**config.mk**
```make
export PLATFORM = sky130hd
export DESIGN_NAME = if_id_inst_queue
export DESIGN_NICKNAME = d
export VERILOG_FILES = /design/src/rtl/if_id_inst_queue_pkg.sv /design/src/rtl/if_id_inst_queue_mem.sv /design/src/rtl/if_id_inst_queue.sv
export SDC_FILE = /design/constraint.sdc
export NUM_CORES = 1
export LEC_CHECK = 0
export ABC_CLOCK_PERIOD_IN_PS = 28500
export BUFFER_PORTS_ARGS = -buffer_cell sky130_fd_sc_hd__buf_4
export CAP_MARGIN = 20
export CORE_ASPECT_RATIO = 1.5
export CORE_MARGIN = 3
export CORE_UTILIZATION = 55
export DETAILED_ROUTE_END_ITERATION = 12
export PLACE_DENSITY = 0.75
export SYNTH_ARGS = -nofsm -noshare
export SYNTH_HDL_FRONTEND = slang
export SYNTH_SLANG_ARGS = --single-unit
```
**constraint.sdc**
```tcl
create_clock -name clk -period 28.5 [get_ports clk]
set_input_delay 5.7 -clock clk [delete_from_list [all_inputs] [get_ports clk]]
set_output_delay 5.7 -clock clk [all_outputs]
set_load 0.01 [all_outputs]
```
**src/rtl/if_id_inst_queue_pkg.sv**
```systemverilog
// if_id_inst_queue_pkg: shared widths, NOP encoding and queue sizing for fetch/decode.
package if_id_inst_queue_pkg;
  localparam int INST_W = 32;
  localparam logic [INST_W-1:0] NOP_INST = 32'h00000000;
  localparam int DEPTH_DEF = 4;
  localparam int AW_DEF = 2;
endpackage

```
**src/rtl/if_id_inst_queue_mem.sv**
```systemverilog
// if_id_queue_mem: unreset register array, one synchronous write port, one asynchronous read port.
module if_id_queue_mem #(
  parameter int DEPTH = 4,
  parameter int AW = 2,
  parameter int DW = 64
) (
  input  logic          clk,
  input  logic          we,
  input  logic [AW-1:0] waddr,
  input  logic [DW-1:0] wdata,
  input  logic [AW-1:0] raddr,
  output logic [DW-1:0] rdata
);
  logic [DW-1:0] mem [DEPTH];
  always_ff @(posedge clk)
    if (we) mem[waddr] <= wdata;
  assign rdata = mem[raddr];
endmodule

```
**src/rtl/if_id_inst_queue.sv**
```systemverilog
// if_id_inst_queue: circular instruction/PC buffer between fetch and decode with flush.
import if_id_inst_queue_pkg::*;
module if_id_inst_queue #(
  parameter int DEPTH = DEPTH_DEF,
  parameter int AW = AW_DEF,
  parameter int W = INST_W
) (
  input  logic         clk,
  input  logic         clrn,
  input  logic         in_valid,
  input  logic [W-1:0] in_inst,
  input  logic [W-1:0] in_pc,
  output logic         in_ready,
  input  logic         flush,
  output logic         out_valid,
  output logic [W-1:0] out_inst,
  output logic [W-1:0] out_pc,
  input  logic         out_ready,
  output logic [AW:0]  count
);
  logic [AW-1:0] wr_ptr_q, wr_ptr_d, rd_ptr_q, rd_ptr_d;
  logic [AW:0] count_q, count_d;
  logic [2*W-1:0] rd_data;
  logic push, pop;
  assign in_ready = count_q != (AW+1)'(DEPTH);
  assign out_valid = count_q != '0;
  assign push = in_valid & in_ready;
  assign pop = out_valid & out_ready;
  assign count = count_q;
  // Empty queue shows a NOP so stale storage never reaches decode.
  assign out_inst = out_valid ? rd_data[2*W-1:W] : W'(NOP_INST);
  assign out_pc = out_valid ? rd_data[W-1:0] : '0;
  always_comb begin
    wr_ptr_d = flush ? '0 : wr_ptr_q + AW'(push);
    rd_ptr_d = flush ? '0 : rd_ptr_q + AW'(pop);
    count_d = flush ? '0 : count_q + (AW+1)'(push) - (AW+1)'(pop);
  end
  always_ff @(posedge clk)
    if (clrn) begin
      wr_ptr_q <= '0;
      rd_ptr_q <= '0;
      count_q <= '0;
    end else begin
      wr_ptr_q <= wr_ptr_d;
      rd_ptr_q <= rd_ptr_d;
      count_q <= count_d;
    end
  if_id_queue_mem #(.DEPTH(DEPTH), .AW(AW), .DW(2*W)) u_mem (
    .clk(clk),
    .we(push & ~flush),
    .waddr(wr_ptr_q),
    .wdata({in_inst, in_pc}),
    .raddr(rd_ptr_q),
    .rdata(rd_data)
  );
endmodule

```
==> impl_metrics.py, run 1 <==
metrics = {
    "critical_path": {
        "path_common_cell": "buf_4",
        "r2r-end": "count[2]",
        "cpPeakStageDelay_ns": 0.76,
        "worst-endpoint-required_ns": 22.80,
        "r2r_setup_slack_ns": 26.09,
        "crit_fanout": 44,
        "crit_end": "out_pc[25]",
        "critPathLaunchType": "register",
        "rr_startpoint": "count[2]",
        "crit_slowest_cell": "buf_4",
        "cp.arrival_ns": 2.89,
        "reg2regPathDepth": 8,
        "cp_cell_sequence": "buf_4 -> mux4_2 -> and2_1 -> buf_4",
        "crit_start": "rd_ptr_q[0]",
        "worstSetupEndpointType": "primary output",
        "criticalPathCategory": "reg2out",
    },
    "global_routing": {
        "grt_max_degree": 66,
        "antenna_found_initial": 0,
        "grt_pass1_vias": 5199,
        "grt_pass1_wl_um": 28160,
        "grt_overflow": 0,
        "track_usage_pct": 18.68,
    },
    "sta": {
        "tns_ns": 0,
        "layout_setup_ws_ns": 19.91,
        "setup-violations-final": 0,
        "timing.final.hold_violations": 0,
        "fin_crit_sh_pct": 30.15,
        "fin_crit_ns": 8.593,
        "relSlewSlack_pct": 34.96,
        "worst_slew_pin_slew_ns": 0.9756,
        "fmax_mhz": 116.4,
        "final_max_slew_viol_count": 0,
        "finClkSkew_ns": 0.01734,
        "grt_setup_unrepaired": "false",
    },
    "clock_network": {
        "clk_latency_ns": 0.50,
        "cts.sinks": 263,
        "cts-buffers-inserted": 24,
        "cts_hold_buf": 0,
        "cts_repair_resize_count": 0,
        "cts_root_buf": "clkbuf_16",
        "cts_setup_buffers": 0,
        "cts.clk_slew.worst_paths_ns": 0.06,
        "cts_buffer_depth": 3,
        "cts_tree": "done",
        "h-tree-depth": 1,
    },
    "floorplan": {
        "die_w_um": 116.2,
        "ios": 138,
        "core_um2": 17640,
        "start_util_pct": 56.80,
        "die-area_um2": 19910,
        "num_rows": 59,
        "die_h_um": 171.3,
    },
    "logic_synthesis": {
        "async_reset_ff_share_pct": 0,
        "avgSynthCellArea_um2": 22.62,
        "synth_area_um2": 10020,
        "yosys.area_share.simple_pct": 5.006,
        "synth_ff_type": "edfxtp_1",
        "yosysMostFrequentCell": "edfxtp_1",
        "synth_compound_area_share_pct": 0.1623,
        "ys_ff_latch": 263,
        "syn_inst": 443,
        "synth_top_family_by_area": "multiplexers",
        "syn_nets": 515,
        "synth-edff-count": 256,
        "synth_xor_area_share_pct": 0.5243,
        "synth_cell_types": 23,
        "synthAdderAreaFrac_pct": 0.4494,
        "synth_warnings": 0,
        "synthDominantCellAreaShare_pct": 76.70,
        "synth_mux_area_share_pct": 14.38,
        "synth_area_leaders": "edfxtp_1 (77%), mux4_2 (14%), and2_1 (4.2%)",
        "ys_seq_area_share_pct": 78.10,
        "yosysTopAreaCell": "edfxtp_1",
        "synth.cells.most_frequent": "edfxtp_1 (256), and2_1 (67), mux4_2 (64)",
    },
    "power": {
        "p_sw_w": 0.0001605,
        "total_power_w": 0.0007920,
        "combPwrFrac_pct": 8.0,
        "p_per_area_nw_per_um2": 65.79,
        "peakVddDrop_uv": 48.91,
        "clkPwrFrac_pct": 37.0,
        "p_int_w": 0.0006315,
        "leakagePower_nw": 4.079,
        "switching_share_pct": 20.26,
        "share_seq_of_total_power_pct": 55.0,
    },
    "place": {
        "preCtsSetupSlack_ns": 20.33,
        "place_congestion": 0.7253,
        "numPortBuffers": 137,
        "place_inst": 781,
        "hpwl_um": 11330,
    },
    "route": {
        "drt-total-wl_um": 18430,
        "num_vias": 4796,
        "ant_nets": 0,
        "drc": 0,
        "drt-initial-drc-count": 285,
        "wire_per_inst_um": 22.40,
        "vias_per_cell": 5.827,
        "drt_first_pass_iters": 4,
    },
    "final_layout": {
        "drive_gt1_share_pct": 41.64,
        "final_cells": 823,
        "n_antenna_cell": 0,
        "final_core_util_pct": 68.24,
        "layout.nets": 666,
        "area_delta_synth_final_pct": 20.12,
    },
    "flow_run": {
        "cap_violations": 0,
    },
    "status": {
        "outcome": "finished, final reports clean",
    },
    "hold_path": {
        "worstHoldPathType": "reg2reg",
    },
}
-- layout by cell type (no fill, tap or decap), types with 2 or more instances in the layout --
cell and instances:
and2_1 67, buf_4 146, clkbuf_1 7, clkbuf_16 25
clkbuf_8 2, clkinv_2 5, dfxtp_1 5, dfxtp_4 2
edfxtp_1 256, ha_1 2, inv_1 2, mux4_2 64
nor3_1 4, nor4b_2 2, xnor2_1 3, xor2_1 3
-- worst min-delay path by stage --
stage	startpoint	end	slack, ns	cells past startpoint
after floorplan	wr_ptr_q[1]	wr_ptr_q[1]	0.53	2
after global placement	wr_ptr_q[1]	wr_ptr_q[1]	0.57	2
after detailed placement	wr_ptr_q[1]	wr_ptr_q[1]	0.59	2
after CTS	wr_ptr_q[1]	wr_ptr_q[1]	0.62	2
after global routing	count[2]	count[2]	0.67	2
final	wr_ptr_q[1]	wr_ptr_q[1]	0.62	2
-- area by class of cell --
cell class	instances	area (µm²)
clock buffer	34	679.4
inverter	2	7.507
sequential	263	7835
timing repair buffer	147	1116
fill	1138	5604
clock inverter	8	52.55
tap	213	266.5
multi-input combinational	156	2082
-- stage by stage --
step	hold WS [ns]	cell area, µm²
2_1_floorplan	0.5332	10020
3_3_place_gp	0.5721	11290
3_5_place_dp	0.5950	11310
4_1_cts	0.6229	12040
5_1_grt	0.6726	12040
6_report	0.6237	12040
-- sequential cells by signal, summed over array words and instances, names as in the netlist --
| signal | count |
|---|---|
| count | 3 |
| rd_ptr_q | 2 |
| u_mem.mem | 256 |
| wr_ptr_q | 2 |
-- worst max-delay path: cells and delay by family (launching register included) --
kind / cells / cell delay, ns
buf+inv: 2 / 0.91
simple gates: 1 / 0.20
mux: 1 / 0.60
flops: 1 / 0.64
-- metal layers --
metal	up-vias	share of wire (%)	global-route usage, %
met3	39	5.1	3.203
met5	-	0	0
met2	151	53	32.29
li1	2101	-	-
met1	2505	39	24.12
met4	0	2.8	6.310
-- cell families after synthesis --
kind of cell	count (synthesis)
multiplexers	64
adder cells (fa/ha/maj)	3
flip-flops	263
XOR/XNOR	6
buffers and inverters	24
AND/OR/NAND/NOR	81
AO/OA/AOI/OAI	2
-- power groups by stage --
stage / combinational [W] / clock, W / sequential, W
global placement: 0.0000623 / 0 / 0.000443
detailed placement: 0.0000648 / 0 / 0.000444
floorplan: 0.0000308 / 0 / 0.000444
global route: 0.0000690 / 0.000315 / 0.000436
finish: 0.0000636 / 0.000293 / 0.000435
CTS: 0.0000650 / 0.000301 / 0.000435
Power figures use the tool's default switching activity.
==> run 2: changes to the inputs <==
--- a/config.mk
+++ b/config.mk
@@ -5,7 +5,7 @@
 export SDC_FILE = /design/constraint.sdc
 export NUM_CORES = 1
 export LEC_CHECK = 0
-export ABC_CLOCK_PERIOD_IN_PS = 28500
+export ABC_CLOCK_PERIOD_IN_PS = 8800
 export BUFFER_PORTS_ARGS = -buffer_cell sky130_fd_sc_hd__buf_4
 export CAP_MARGIN = 20
 export CORE_ASPECT_RATIO = 1.5
==> constraint.sdc (replaced) <==
create_clock -name clk -period 8.8 [get_ports clk]
set_input_delay 1.76 -clock clk [delete_from_list [all_inputs] [get_ports clk]]
set_output_delay 1.76 -clock clk [all_outputs]
set_load 0.01 [all_outputs]
==> run 2 against run 1 <==
Against the previous run: clock power grew to 3.4 times the previous value; clock-buffer cell count shrank 7; sequential cell count is the same; die area is the same; non-clock buffer count is the same; worst setup slack lost 16 ns; sequential power grew to 3.2 times the previous value; critical path depth is the same; cell count grew 0.12%; critical path type unchanged; largest cell class unchanged.
==> impl_metrics.py, run 2 (synthesis results as in run 1) <==
metrics = {
    "place": {
        "place_congestion": 0.7232,
        "numPortBuffers": 137,
        "hpwl_um": 11230,
        "place_inst": 781,
        "place_area_um2": 11310,
    },
    "critical_path": {
        "worstSetupEndpointType": "primary output",
        "critPathBufInv": 2,
        "crit_slowest_cell": "buf_4",
        "path_common_cell": "buf_4",
        "criticalPathCategory": "reg2out",
        "critPathLaunchType": "register",
        "cp_cell_sequence": "buf_4 -> mux4_2 -> and2_1 -> buf_4",
        "cp_top_family": "buffers and inverters",
        "cpPeakStageDelay_ns": 0.77,
        "cp.arrival_ns": 2.91,
        "crit_fanout": 44,
        "worst-endpoint-required_ns": 7.04,
    },
    "final_layout": {
        "largest_reg_flops": 256,
        "top_register": "u_mem.mem",
        "layout_common_cells": "edfxtp_1 (256), buf_4 (146), and2_1 (67)",
        "layout.nets": 666,
        "fin_area_um2": 12070,
        "n_antenna_cell": 0,
        "fill_cells": 1149,
        "drive_gt1_share_pct": 41.73,
        "area_delta_synth_final_pct": 20.45,
        "final_cells": 824,
        "final_core_util_pct": 68.42,
        "final_common_cell": "edfxtp_1",
    },
    "clock_network": {
        "cts_repair_resize_count": 0,
        "cts_root_buf": "clkbuf_16",
        "h-tree-depth": 1,
        "cts-buffers-inserted": 24,
        "clk_latency_ns": 0.50,
        "cts.clk_slew.worst_paths_ns": 0.06,
        "cts_setup_buffers": 0,
        "cts_buffer_depth": 3,
        "cts.sinks": 263,
        "cts_tree": "done",
        "cts_hold_buf": 0,
    },
    "power": {
        "p_int_w": 0.002081,
        "clkPwrFrac_pct": 38.0,
        "leakagePower_nw": 4.092,
        "share_seq_of_total_power_pct": 54.1,
        "peakVddDrop_uv": 167.3,
        "p_sw_w": 0.0005263,
        "combPwrFrac_pct": 7.9,
        "p_per_area_nw_per_um2": 216.0,
        "switching_share_pct": 20.18,
    },
    "global_routing": {
        "antenna_found_initial": 0,
        "grt_overflow": 0,
        "track_usage_pct": 19.06,
        "grt_pass1_vias": 5189,
        "grt_max_degree": 66,
        "grt_pass1_wl_um": 28480,
    },
    "floorplan": {
        "die_h_um": 171.3,
        "ios": 138,
        "die_w_um": 116.2,
        "num_rows": 59,
        "start_util_pct": 56.80,
        "die-area_um2": 19910,
        "core_um2": 17640,
    },
    "route": {
        "vias_per_cell": 5.795,
        "drt-initial-drc-count": 224,
        "ant_nets": 0,
        "drt-total-wl_um": 18470,
        "drc": 0,
        "wire_per_inst_um": 22.41,
        "drt_first_pass_iters": 4,
        "num_vias": 4775,
    },
    "sta": {
        "worst_slew_pin_slew_ns": 0.9970,
        "grt_setup_unrepaired": "false",
        "tns_ns": 0,
        "timing.final.hold_violations": 0,
        "finClkSkew_ns": 0.008039,
        "relSlewSlack_pct": 33.53,
        "fin_crit_ns": 4.674,
        "fin_crit_sh_pct": 53.11,
        "final_max_slew_viol_count": 0,
        "setup-violations-final": 0,
        "fmax_mhz": 214.0,
    },
    "status": {
        "outcome": "finished, final reports clean",
    },
    "flow_run": {
        "cap_violations": 0,
    },
    "hold_path": {
        "worstHoldPathType": "reg2reg",
    },
}
-- run 2: cell count changes in the layout (fill, tap and decap cells not counted) --
cell	change
clkbuf_1	-5
clkinv_8	-1
clkinv_1	+5
clkinv_4	+1
bufinv_16	+2
clkinvlp_4	+1
clkbuf_8	-2
-- run 2: through the flow --
stage | hold slack [ns] | setup WS [ns] | power (W)
after floorplan | 0.5332 | -0.4357 | 0.001537
after global placement | 0.5723 | 4.555 | 0.001636
after detailed placement | 0.6068 | 4.546 | 0.001647
after CTS | 0.6150 | 3.997 | 0.002635
after global routing | 0.6722 | 3.872 | 0.002701
final | 0.6141 | 4.126 | 0.002608
-- run 2: power by group through the flow --
stage	Sequential [W]	Clock (W)	Combinational [W]
after floorplan	0.00144	0	0.0000996
after global placement	0.00143	0	0.000202
after detailed placement	0.00144	0	0.000210
after CTS	0.00141	0.00101	0.000211
after global routing	0.00141	0.00106	0.000225
final	0.00141	0.000992	0.000206
-- run 2: final cells by class --
type	count	area [µm²]	area share (%)
clock inverters	16	131.4	1.088
well taps	213	266.5	2.208
flip-flops and latches	263	7835	64.90
repair buffers	147	1116	9.245
inverters	2	7.507	0.06219
clock buffers	27	633.1	5.245
multi-input cells	156	2082	17.25
-- run 2: metal layers --
metal / vias to the layer above / GRT usage [%] / part of all wire (%)
met2: 138 / 32.29 / 54
met5: - / 0 / 0
met3: 39 / 3.731 / 5.2
li1: 2109 / - / -
met4: 0 / 7.774 / 2.6
met1: 2489 / 24.25 / 39
-- run 2: worst min-delay path, stage by stage (launching register included) --
cell	delay, ns
dfxtp_1	0.36
xnor2_1	0.17
nor3_1	0.04
-- run 2: path summary, 6_finish.rpt --
check | start | to | slack [ns] | cells past startpoint
worst max-delay path | rd_ptr_q[0] | out_pc[25] | 4.13 | 4
worst min-delay path | count[2] | count[2] | 0.61 | 2
worst min register to register | count[2] | count[2] | 0.61 | 2
worst max register to register | count[2] | count[2] | 6.48 | 8
==> run 3: changes to the inputs <==
--- a/config.mk
+++ b/config.mk
@@ -5,7 +5,7 @@
 export SDC_FILE = /design/constraint.sdc
 export NUM_CORES = 1
 export LEC_CHECK = 0
-export ABC_CLOCK_PERIOD_IN_PS = 8800
+export ABC_CLOCK_PERIOD_IN_PS = 4690
 export BUFFER_PORTS_ARGS = -buffer_cell sky130_fd_sc_hd__buf_4
 export CAP_MARGIN = 20
 export CORE_ASPECT_RATIO = 1.5
==> constraint.sdc (replaced) <==
create_clock -name clk -period 4.69 [get_ports clk]
set_input_delay 0.938 -clock clk [delete_from_list [all_inputs] [get_ports clk]]
set_output_delay 0.938 -clock clk [all_outputs]
set_load 0.01 [all_outputs]
==> run 3 against run 2 <==
Against the previous run: utilization up 0.14 points; clock skew grew 0.0061 ns; final area is 0.21% higher.
==> impl_metrics.py, run 3 (synthesis results as in run 1) <==
metrics = {
    "global_routing": {
        "grt_max_degree": 66,
        "grt_pass1_vias": 5107,
        "grt_pass1_wl_um": 28570,
        "track_usage_pct": 19.13,
        "grt_overflow": 0,
        "antenna_found_initial": 3,
    },
    "clock_network": {
        "cts_repair_resize_count": 0,
        "h-tree-depth": 1,
        "cts_root_buf": "clkbuf_16",
        "cts-buffers-inserted": 23,
        "cts.clk_slew.worst_paths_ns": 0.06,
        "cts_buffer_depth": 3,
        "clk_latency_ns": 0.50,
        "cts_hold_buf": 0,
        "cts_setup_buffers": 0,
        "cts_tree": "done",
        "cts.sinks": 263,
    },
    "critical_path": {
        "cp_cell_sequence": "buf_12 -> mux4_2 -> and2_1 -> buf_4",
        "crit_fanout": 41,
        "cpPeakStageDelay_ns": 0.70,
        "rr_startpoint": "count[1]",
        "worstSetupEndpointType": "primary output",
        "crit_slowest_cell": "dfxtp_4",
        "criticalPathCategory": "reg2out",
        "crit_start": "rd_ptr_q[0]",
        "critPathBufInv": 2,
        "cp.arrival_ns": 2.49,
        "worst-endpoint-required_ns": 3.75,
        "cp_top_family": "flip-flops",
        "critPathLaunchType": "register",
    },
    "power": {
        "leakagePower_nw": 4.089,
        "total_power_w": 0.004858,
        "p_per_area_nw_per_um2": 401.6,
        "peakVddDrop_uv": 325.9,
    },
    "final_layout": {
        "largest_reg_flops": 256,
        "drive_gt1_share_pct": 41.38,
        "fill_cells": 1088,
        "top_register": "u_mem.mem",
        "area_delta_synth_final_pct": 20.70,
        "layout.nets": 667,
        "layout_common_cells": "edfxtp_1 (256), buf_4 (147), and2_1 (67)",
        "final_common_cell": "edfxtp_1",
    },
    "sta": {
        "final_max_slew_viol_count": 0,
        "timing.final.hold_violations": 0,
        "grt_setup_unrepaired": "false",
        "fin_crit_ns": 3.430,
        "fmax_mhz": 291.6,
        "finClkSkew_ns": 0.01415,
        "setup-violations-final": 0,
        "worst_slew_pin_slew_ns": 0.9889,
        "relSlewSlack_pct": 34.07,
        "layout_setup_ws_ns": 1.260,
        "tns_ns": 0,
        "fin_crit_sh_pct": 73.13,
    },
    "flow_run": {
        "cap_violations": 0,
    },
    "place": {
        "hpwl_um": 11310,
        "numPortBuffers": 137,
        "preCtsSetupSlack_ns": 1.684,
        "place_congestion": 0.7400,
    },
    "status": {
        "outcome": "finished, final reports clean",
    },
    "floorplan": {
        "die_w_um": 116.2,
        "die_h_um": 171.3,
        "start_util_pct": 56.80,
        "die-area_um2": 19910,
        "ios": 138,
        "num_rows": 59,
        "core_um2": 17640,
    },
    "route": {
        "drt-total-wl_um": 18440,
        "num_vias": 4721,
        "drc": 0,
        "drt-initial-drc-count": 333,
        "ant_nets": 0,
        "wire_per_inst_um": 22.35,
        "vias_per_cell": 5.722,
        "drt_first_pass_iters": 4,
    },
    "hold_path": {
        "min_from": "clrn",
        "worstHoldPathType": "in2reg",
    },
}
## run 3: cell count changes in the layout (fill, tap and decap cells not counted), sizes merged
cell | before | now
clkinv | 12 | 5
clkbuf | 27 | 30
diode | 0 | 3
buf | 147 | 149
bufinv | 2 | 3
clkinvlp | 2 | 1
## run 3: layout make-up
type	instances	area, µm²	area share [%]
Sequential cell	263	7835	64.77
Multi-Input combinational cell	156	2115	17.48
Timing Repair Buffer	149	1144	9.454
Clock buffer	30	601.8	4.975
Tap cell	213	266.5	2.203
Clock inverter	9	120.1	0.9930
Inverter	2	7.507	0.06206
Antenna cell	3	7.507	0.06206
## run 3: final timing paths
| check | to | slack (ns) | depth (start not counted) |
|---|---|---|---|
| setup / recovery | out_inst[4] | 1.26 | 4 |
| hold / removal | rd_ptr_q[1] | 0.63 | 2 |
| setup reg to reg | u_mem.mem[3][7] | 2.14 | 4 |
| hold reg to reg | count[2] | 0.63 | 2 |
## run 3: routing by layer
layer / vias up / routed length [µm] / track usage, %
met5: - / 0 / 0
li1: 2107 / - / -
met3: 18 / 946 / 3.273
met1: 2468 / 7082 / 24.50
met4: 0 / 363 / 6.865
met2: 128 / 10040 / 33.03
## run 3: metrics by stage
stage | util, % | instance area, µm² | instances | hold WS (ns)
2_1_floorplan | - | 10050 | 443 | 0.5529
3_3_place_gp | 64.31 | 11350 | 782 | 0.5986
3_5_place_dp | 64.43 | 11370 | 783 | 0.6112
4_1_cts | 68.52 | 12090 | 822 | 0.6086
5_1_grt | 68.55 | 12090 | 824 | 0.6131
6_report | 68.56 | 12100 | 825 | 0.6318
## run 3: power by group
group,switching [W],internal (W)
combinational,0.000188,0.000202
clock,0.000756,0.00107
sequential,0.0000194,0.00263
total,0.000963,0.00389
## run 3: worst reg2reg max path, delay by kind of cell (launching register included)
kind,cells,cell delay [ns]
buf+inv,1,0.55
flops,1,0.44
simple gates,3,1.18
